===== src/rtl/spi_mnrch_param.sv =====
// Parametrised SPI monarch, mode 3 (CPOL=1, CPHA=1), with busy flag and wrt-while-busy error pulse.
// Optional build macro SPI_LSB_FIRST_EN selects LSB-first shifting; MSB-first by default.
module spi_mnrch_param #(
   parameter int DATA_W = 16,
   parameter int DIV_W  = 5,
   parameter int NUM_SS = 1,
   localparam int SEL_W = (NUM_SS > 1) ? $clog2(NUM_SS) : 1
) (
   input  logic              clk,
   input  logic              rst_n,
   input  logic              wrt,
   input  logic [DATA_W-1:0] wt_data,
   input  logic [SEL_W-1:0]  ss_sel,
   output logic [DATA_W-1:0] rd_data,
   output logic              done,
   output logic              busy,
   output logic              wrt_err,
   output logic [NUM_SS-1:0] SS_n,
   output logic              SCLK,
   output logic              MOSI,
   input  logic              MISO
);

   localparam int CNT_W = $clog2(DATA_W);
   localparam logic [DIV_W-1:0] DIV_ONE   = {{(DIV_W-1){1'b0}}, 1'b1};
   localparam logic [DIV_W-1:0] DIV_FRONT = ~(DIV_ONE << (DIV_W-2));
   localparam logic [DIV_W-1:0] DIV_ALL   = {DIV_W{1'b1}};
   localparam logic [DIV_W-1:0] DIV_SMPL  = {1'b0, {(DIV_W-1){1'b1}}};
   localparam logic [CNT_W-1:0] CNT_ONE   = {{(CNT_W-1){1'b0}}, 1'b1};
   localparam logic [CNT_W-1:0] CNT_LAST  = CNT_W'(DATA_W-1);

   typedef enum logic [1:0] {IDLE = 2'd0, FRONT = 2'd1, XFER = 2'd2, LAST = 2'd3} state_t;

   state_t            state_r;
   logic [DIV_W-1:0]  div_r;
   logic [DATA_W-1:0] sr_r;
   logic [CNT_W-1:0]  cnt_r;
   logic              smpl_r;

   // Out-of-range selects decode to all ones so no serf is addressed.
   function automatic logic [NUM_SS-1:0] sel_decode(input logic [SEL_W-1:0] sel);
      logic [NUM_SS-1:0] r;
      r = {NUM_SS{1'b1}};
      for (int i = 0; i < NUM_SS; i++) begin
         r[i] = (sel != SEL_W'(i));
      end
      return r;
   endfunction

   function automatic logic [DATA_W-1:0] shift_in(input logic [DATA_W-1:0] sr, input logic b);
`ifdef SPI_LSB_FIRST_EN
      return {b, sr[DATA_W-1:1]};
`else
      return {sr[DATA_W-2:0], b};
`endif
   endfunction

`ifdef SPI_LSB_FIRST_EN
   assign MOSI = sr_r[0];
`else
   assign MOSI = sr_r[DATA_W-1];
`endif
   assign SCLK    = div_r[DIV_W-1];
   assign rd_data = sr_r;

   // Transaction sequencer, SCLK divider, shift register and registered status outputs.
   always_ff @(posedge clk or negedge rst_n) begin
      if (!rst_n) begin
         state_r <= IDLE;
         div_r   <= DIV_FRONT;
         sr_r    <= {DATA_W{1'b0}};
         cnt_r   <= {CNT_W{1'b0}};
         smpl_r  <= 1'b0;
         SS_n    <= {NUM_SS{1'b1}};
         done    <= 1'b0;
         busy    <= 1'b0;
         wrt_err <= 1'b0;
      end else begin
         wrt_err <= 1'b0;
         case (state_r)
            IDLE: begin
               div_r <= DIV_FRONT;
               if (wrt) begin
                  sr_r    <= wt_data;
                  cnt_r   <= {CNT_W{1'b0}};
                  done    <= 1'b0;
                  busy    <= 1'b1;
                  SS_n    <= sel_decode(ss_sel);
                  state_r <= FRONT;
               end
            end
            FRONT: begin
               wrt_err <= wrt;
               div_r   <= div_r + DIV_ONE;
               // Wrapping to zero here is the first SCLK fall; MOSI already holds bit one.
               if (div_r == DIV_ALL) begin
                  state_r <= XFER;
               end
            end
            XFER: begin
               wrt_err <= wrt;
               div_r   <= div_r + DIV_ONE;
               if (div_r == DIV_SMPL) begin
                  smpl_r <= MISO;
               end
               if (div_r == DIV_ALL) begin
                  sr_r  <= shift_in(sr_r, smpl_r);
                  cnt_r <= cnt_r + CNT_ONE;
               end else if (cnt_r == CNT_LAST) begin
                  state_r <= LAST;
               end
            end
            LAST: begin
               wrt_err <= wrt;
               if (div_r == DIV_SMPL) begin
                  smpl_r <= MISO;
               end
               // Reloading the front-porch value keeps SCLK high instead of a trailing fall.
               if (div_r == DIV_ALL) begin
                  sr_r    <= shift_in(sr_r, smpl_r);
                  div_r   <= DIV_FRONT;
                  done    <= 1'b1;
                  busy    <= 1'b0;
                  SS_n    <= {NUM_SS{1'b1}};
                  state_r <= IDLE;
               end else begin
                  div_r <= div_r + DIV_ONE;
               end
            end
            default: begin
               state_r <= IDLE;
               div_r   <= DIV_FRONT;
               SS_n    <= {NUM_SS{1'b1}};
               busy    <= 1'b0;
            end
         endcase
      end
   end

endmodule


===== config.mk =====
export PLATFORM = sky130hd
export DESIGN_NAME = spi_mnrch_param
export DESIGN_NICKNAME = d
export VERILOG_FILES = /design/src/rtl/spi_mnrch_param.sv
export SDC_FILE = /design/constraint.sdc
export NUM_CORES = 1
export LEC_CHECK = 0
export ABC_AREA = 1
export CORE_MARGIN = 2
export CORE_UTILIZATION = 49
export CTS_CLUSTER_DIAMETER = 120
export DETAILED_ROUTE_END_ITERATION = 10
export HOLD_SLACK_MARGIN = 0.06
export PLACE_DENSITY_LB_ADDON = 0.05
export SLEW_MARGIN = 20
export SYNTH_ARGS = -nofsm -noshare
export SYNTH_HDL_FRONTEND = slang
export SYNTH_SLANG_ARGS = --single-unit

===== constraint.sdc =====
create_clock -name clk -period 2.45 [get_ports clk]
set_input_delay 0.3675 -clock clk [delete_from_list [all_inputs] [get_ports clk]]
set_output_delay 0.3675 -clock clk [all_outputs]
set_load 0.01 [all_outputs]

==> results.md <==
Routing:
- The number of remaining DRC errors is 0.
- For this block, the routed nets add up to 3640 um of wire.
- The number of detailed-routing iterations run before antenna repair is 4.
- Dividing the detail-routed via count by the number of cells gives ~5.
- The detail route stage leaves a number of antenna-violating nets equal to 0.
- The number of violations reported at the end of detailed-routing iteration 0 is 141.
- The average detailed-routed wire length per instance is ~11 um.
- The routed layout has 1566 vias.

STA:
- Hold is met by around 420 ps.
- For the pin with the worst max-slew slack, the measured transition is 505 ps.
- On the final layout, the worst clock skew is roughly 6.7 ps.
- The setup TNS is 0 ps.
- The count of final max-slew check failures is 0.
- The setup violation total in the final timing report is 0.
- The final hold violation count came to 0.
- Setup repair after global routing left no endpoint under its margin.
- Counting I/O delays and the setup requirement, the final critical path takes 2030 ps.
- The maximum clock frequency is 0.492 GHz.
- Measured against its own limit, the worst slew margin works out to 0.662.
- Dividing the final minimum period by the clock period gives 0.830.

Layout:
- Summing all multi-input logic gate instances after layout gives 836 um^2.
- The area added between synthesis and finish is 27.2%.
- The final net count is 307.
- Summing all flip-flop and latch instances after layout gives roughly 810 um^2.
- In the final layout, the share of cells above drive strength 1 is 0.0725.
- The filler cells instantiated in the layout total 309.
- The antenna diode count is 0.

Placement:
- The final weighted congestion in routability-driven placement is 0.881.
- The number of buffer cells added on primary ports is 42.
- The wire-length estimate of the detail-placed layout is 2620 um.

Setup path:
- The endpoint arrival time on the critical path is 2310 ps.
- The critical path capture point type is a flip-flop.
- The type of element launching the critical path is a flip-flop.
- The worst stage delay on the critical path is about 560 ps.
- For flop-to-flop paths, the worst setup slack is 420 ps.
- The maximum fanout count along the critical path is 17.
- The setup path with the least slack is of type flip-flop to flip-flop.
- The signal on the critical path passes through ha_1, nand2_1, nor2_1, ha_1, inv_1, nand2_2, o211ai_4, inv_4, nand2_1, nand2_1.
- The dominant cell type by count on the critical path is sky130_fd_sc_hd__nand2_1.
- Among all stages on the critical path, the largest delay is contributed by sky130_fd_sc_hd__dfstp_2.
- The critical path data required time is 2720 ps.

Clocking:
- The number of buffers created by CTS is 5.
- The longest clock path from root to sink contains 2 buffers.
- After clock tree synthesis, the repair step resized 0 gates.
- After clock tree synthesis, the flow added hold-fix buffers numbering 0.
- Clock-pin slew was measured on the worst setup and hold paths at 100 ps.
- The clock root buffer is sky130_fd_sc_hd__clkbuf_4.
- The total clock sinks is 32.
- The clock reaches the later pin of the worst-skew pair after 340 ps.
- The maximum level of the CTS H-tree is 2.
- The clock tree from TritonCTS is done.
- Post-CTS timing repair inserted 0 buffers for setup.

Logic synthesis:
- Sorting the synthesized cells by area gives the leading types as sky130_fd_sc_hd__dfrtp_1, sky130_fd_sc_hd__nand2_1, sky130_fd_sc_hd__ha_1, sky130_fd_sc_hd__dfstp_2, sky130_fd_sc_hd__inv_1.
- The count of cell types in the netlist is 23.
- The share of the Yosys chip area taken by registers is 0.454.
- The total standard cell area after synthesis is between 0.0015 and 0.002 mm^2.
- During synthesis, Yosys emitted a total of 0 warnings.
- Among all flip-flop cells after synthesis, the most frequent one is sky130_fd_sc_hd__dfrtp_1.
- Of all flip-flops after synthesis, the portion carrying an async set or reset was 1.00.
- Synthesis inferred 32 register bits.
- In the synthesized netlist, the number of instances is 231.
- The most numerous cell in the Yosys netlist is sky130_fd_sc_hd__nand2_1.
- The net count of the mapped netlist is 263.
- The mean area per synthesized cell is 7.70 um^2.
- The share of synthesized area in the top cell type comes to 0.380.
- The commonest cells after synthesis are sky130_fd_sc_hd__nand2_1, sky130_fd_sc_hd__dfrtp_1, sky130_fd_sc_hd__inv_1, sky130_fd_sc_hd__ha_1, sky130_fd_sc_hd__nor2_1.
- The cell taking the most area after synthesis is sky130_fd_sc_hd__dfrtp_1.
- The number of enable-type register cells in the synthesized netlist is 0.

Global route:
- The global routing usage summed across all routing layers is 0.199.
- The via count of the first global-routing pass is 1475.
- The met3 track demand over resource in global routing is 0.0528.
- The routing usage on met1 is 0.251.
- The pin count of the biggest net entering global routing is 33.
- The initial antenna violation count is 0.
- The global-route wire length before repair is 6450 um.
- The layer with the highest usage is met2.
- For met2 alone, demand over resource in global routing was 0.333.
- The remaining global-route overflow is 0.

Die:
- The height of the die is 64.3 um.
- The number of cell rows is 21.
- The die is 64.3 um wide.
- Pin placement for this block handled 43 I/O pins.
- The floorplan die area is slightly above 0.004 mm^2.
- For this configuration, the core starts out at a cell density of 0.521.
- The area of the core is roughly 0.0034 mm^2.

Min path:
- The worst hold path belongs to the class primary input to asynchronous set/reset pin.

Power:
- The reported leakage power is 1.16 nW.
- IR analysis of the VDD net gives a maximum drop of 0.615 mV.
- Power spread over the standard cell area amounts to 1300 mW/mm^2.

Status:
- The run finished with clean final reports.

Flow run:
- The max-capacitance violation count is 0.
[layer usage]
layer | vias up | wire length, um
met5 | - | 0
met4 | 0 | 53
met3 | 7 | 218
met2 | 41 | 1720
met1 | 718 | 1650
li1 | 800 | -
[per-stage QoR]
stage / cells / util / power, mW / setup slack (ps) / area, um^2
6_report: 322 / 0.663 / 2.93 / 417 / 2260
5_1_grt: 322 / 0.663 / 3.23 / 178 / 2260
4_1_cts: 322 / 0.663 / 2.96 / 411 / 2260
3_5_place_dp: 314 / 0.645 / 2.64 / 439 / 2200
3_3_place_gp: 314 / 0.645 / 2.62 / 526 / 2200
2_1_floorplan: 231 / - / 2.12 / 696 / 1780
[critical path, delay by kind of cell (launching register included)]
| family | cells | cell delay [ps] |
|---|---|---|
| AO/OA/AOI/OAI | 1 | 190 |
| adder cells (fa/ha/maj) | 2 | 410 |
| buffers and inverters | 2 | 280 |
| flip-flops | 1 | 560 |
| AND/OR/NAND/NOR | 5 | 510 |
[path summary, 6_finish.rpt]
kind,startpoint,end,depth (start not counted)
worst min register to register,SS_n,SS_n,2
worst max register to register,div_r[0],rd_data[5],10
worst max-delay path,div_r[0],rd_data[5],10
worst min-delay path,rst_n,rd_data[15],2
max in group asynchronous,rst_n,SS_n,2
min in group clk,SS_n,SS_n,2
[flip-flops by register name, indices dropped and copies added (netlist names)]
name,cells
smpl_r,1
div_r,5
cnt_r,4
state_r,2
SS_n,1
rd_data,16
busy,1
done,1
wrt_err,1
[layout by cell type, fill, tap and decap left out, types with 2 or more instances in the layout]
master	instances
sky130_fd_sc_hd__a21oi_1	4
sky130_fd_sc_hd__nand2_2	2
sky130_fd_sc_hd__clkdlybuf4s50_1	42
sky130_fd_sc_hd__dfstp_2	5
sky130_fd_sc_hd__inv_4	2
sky130_fd_sc_hd__clkbuf_4	5
sky130_fd_sc_hd__nor2_1	11
sky130_fd_sc_hd__nand2_1	124
sky130_fd_sc_hd__nand3_1	6
sky130_fd_sc_hd__clkbuf_1	2
sky130_fd_sc_hd__inv_1	16
sky130_fd_sc_hd__nand4_1	2
sky130_fd_sc_hd__ha_1	11
sky130_fd_sc_hd__dfrtp_1	27
sky130_fd_sc_hd__o21ai_0	6
[where the power goes]
part	leakage (nW)	internal (mW)	switching, mW
Combinational	0.738	0.698	0.955
Sequential	0.394	0.794	0.170
Clock	0.0326	0.141	0.175
Total	1.16	1.63	1.30
[cell type report]
| cell class | instances | area share |
|---|---|---|
| clock buffers | 8 | 0.0260 |
| inverters | 19 | 0.0337 |
| multi-input cells | 174 | 0.369 |
| flip-flops and latches | 32 | 0.357 |
| well taps | 46 | 0.0254 |
| repair buffers | 43 | 0.189 |
[logic make-up (layout without fill, tap and decap cells)]
kind of cell	Yosys count	after routing	synth area share
compound gates	16	16	0.0612
flops	32	32	0.454
fa+ha+maj	11	11	0.0774
buf+inv	25	70	0.0766
simple gates	147	147	0.331
Power figures use the tool's default switching activity.
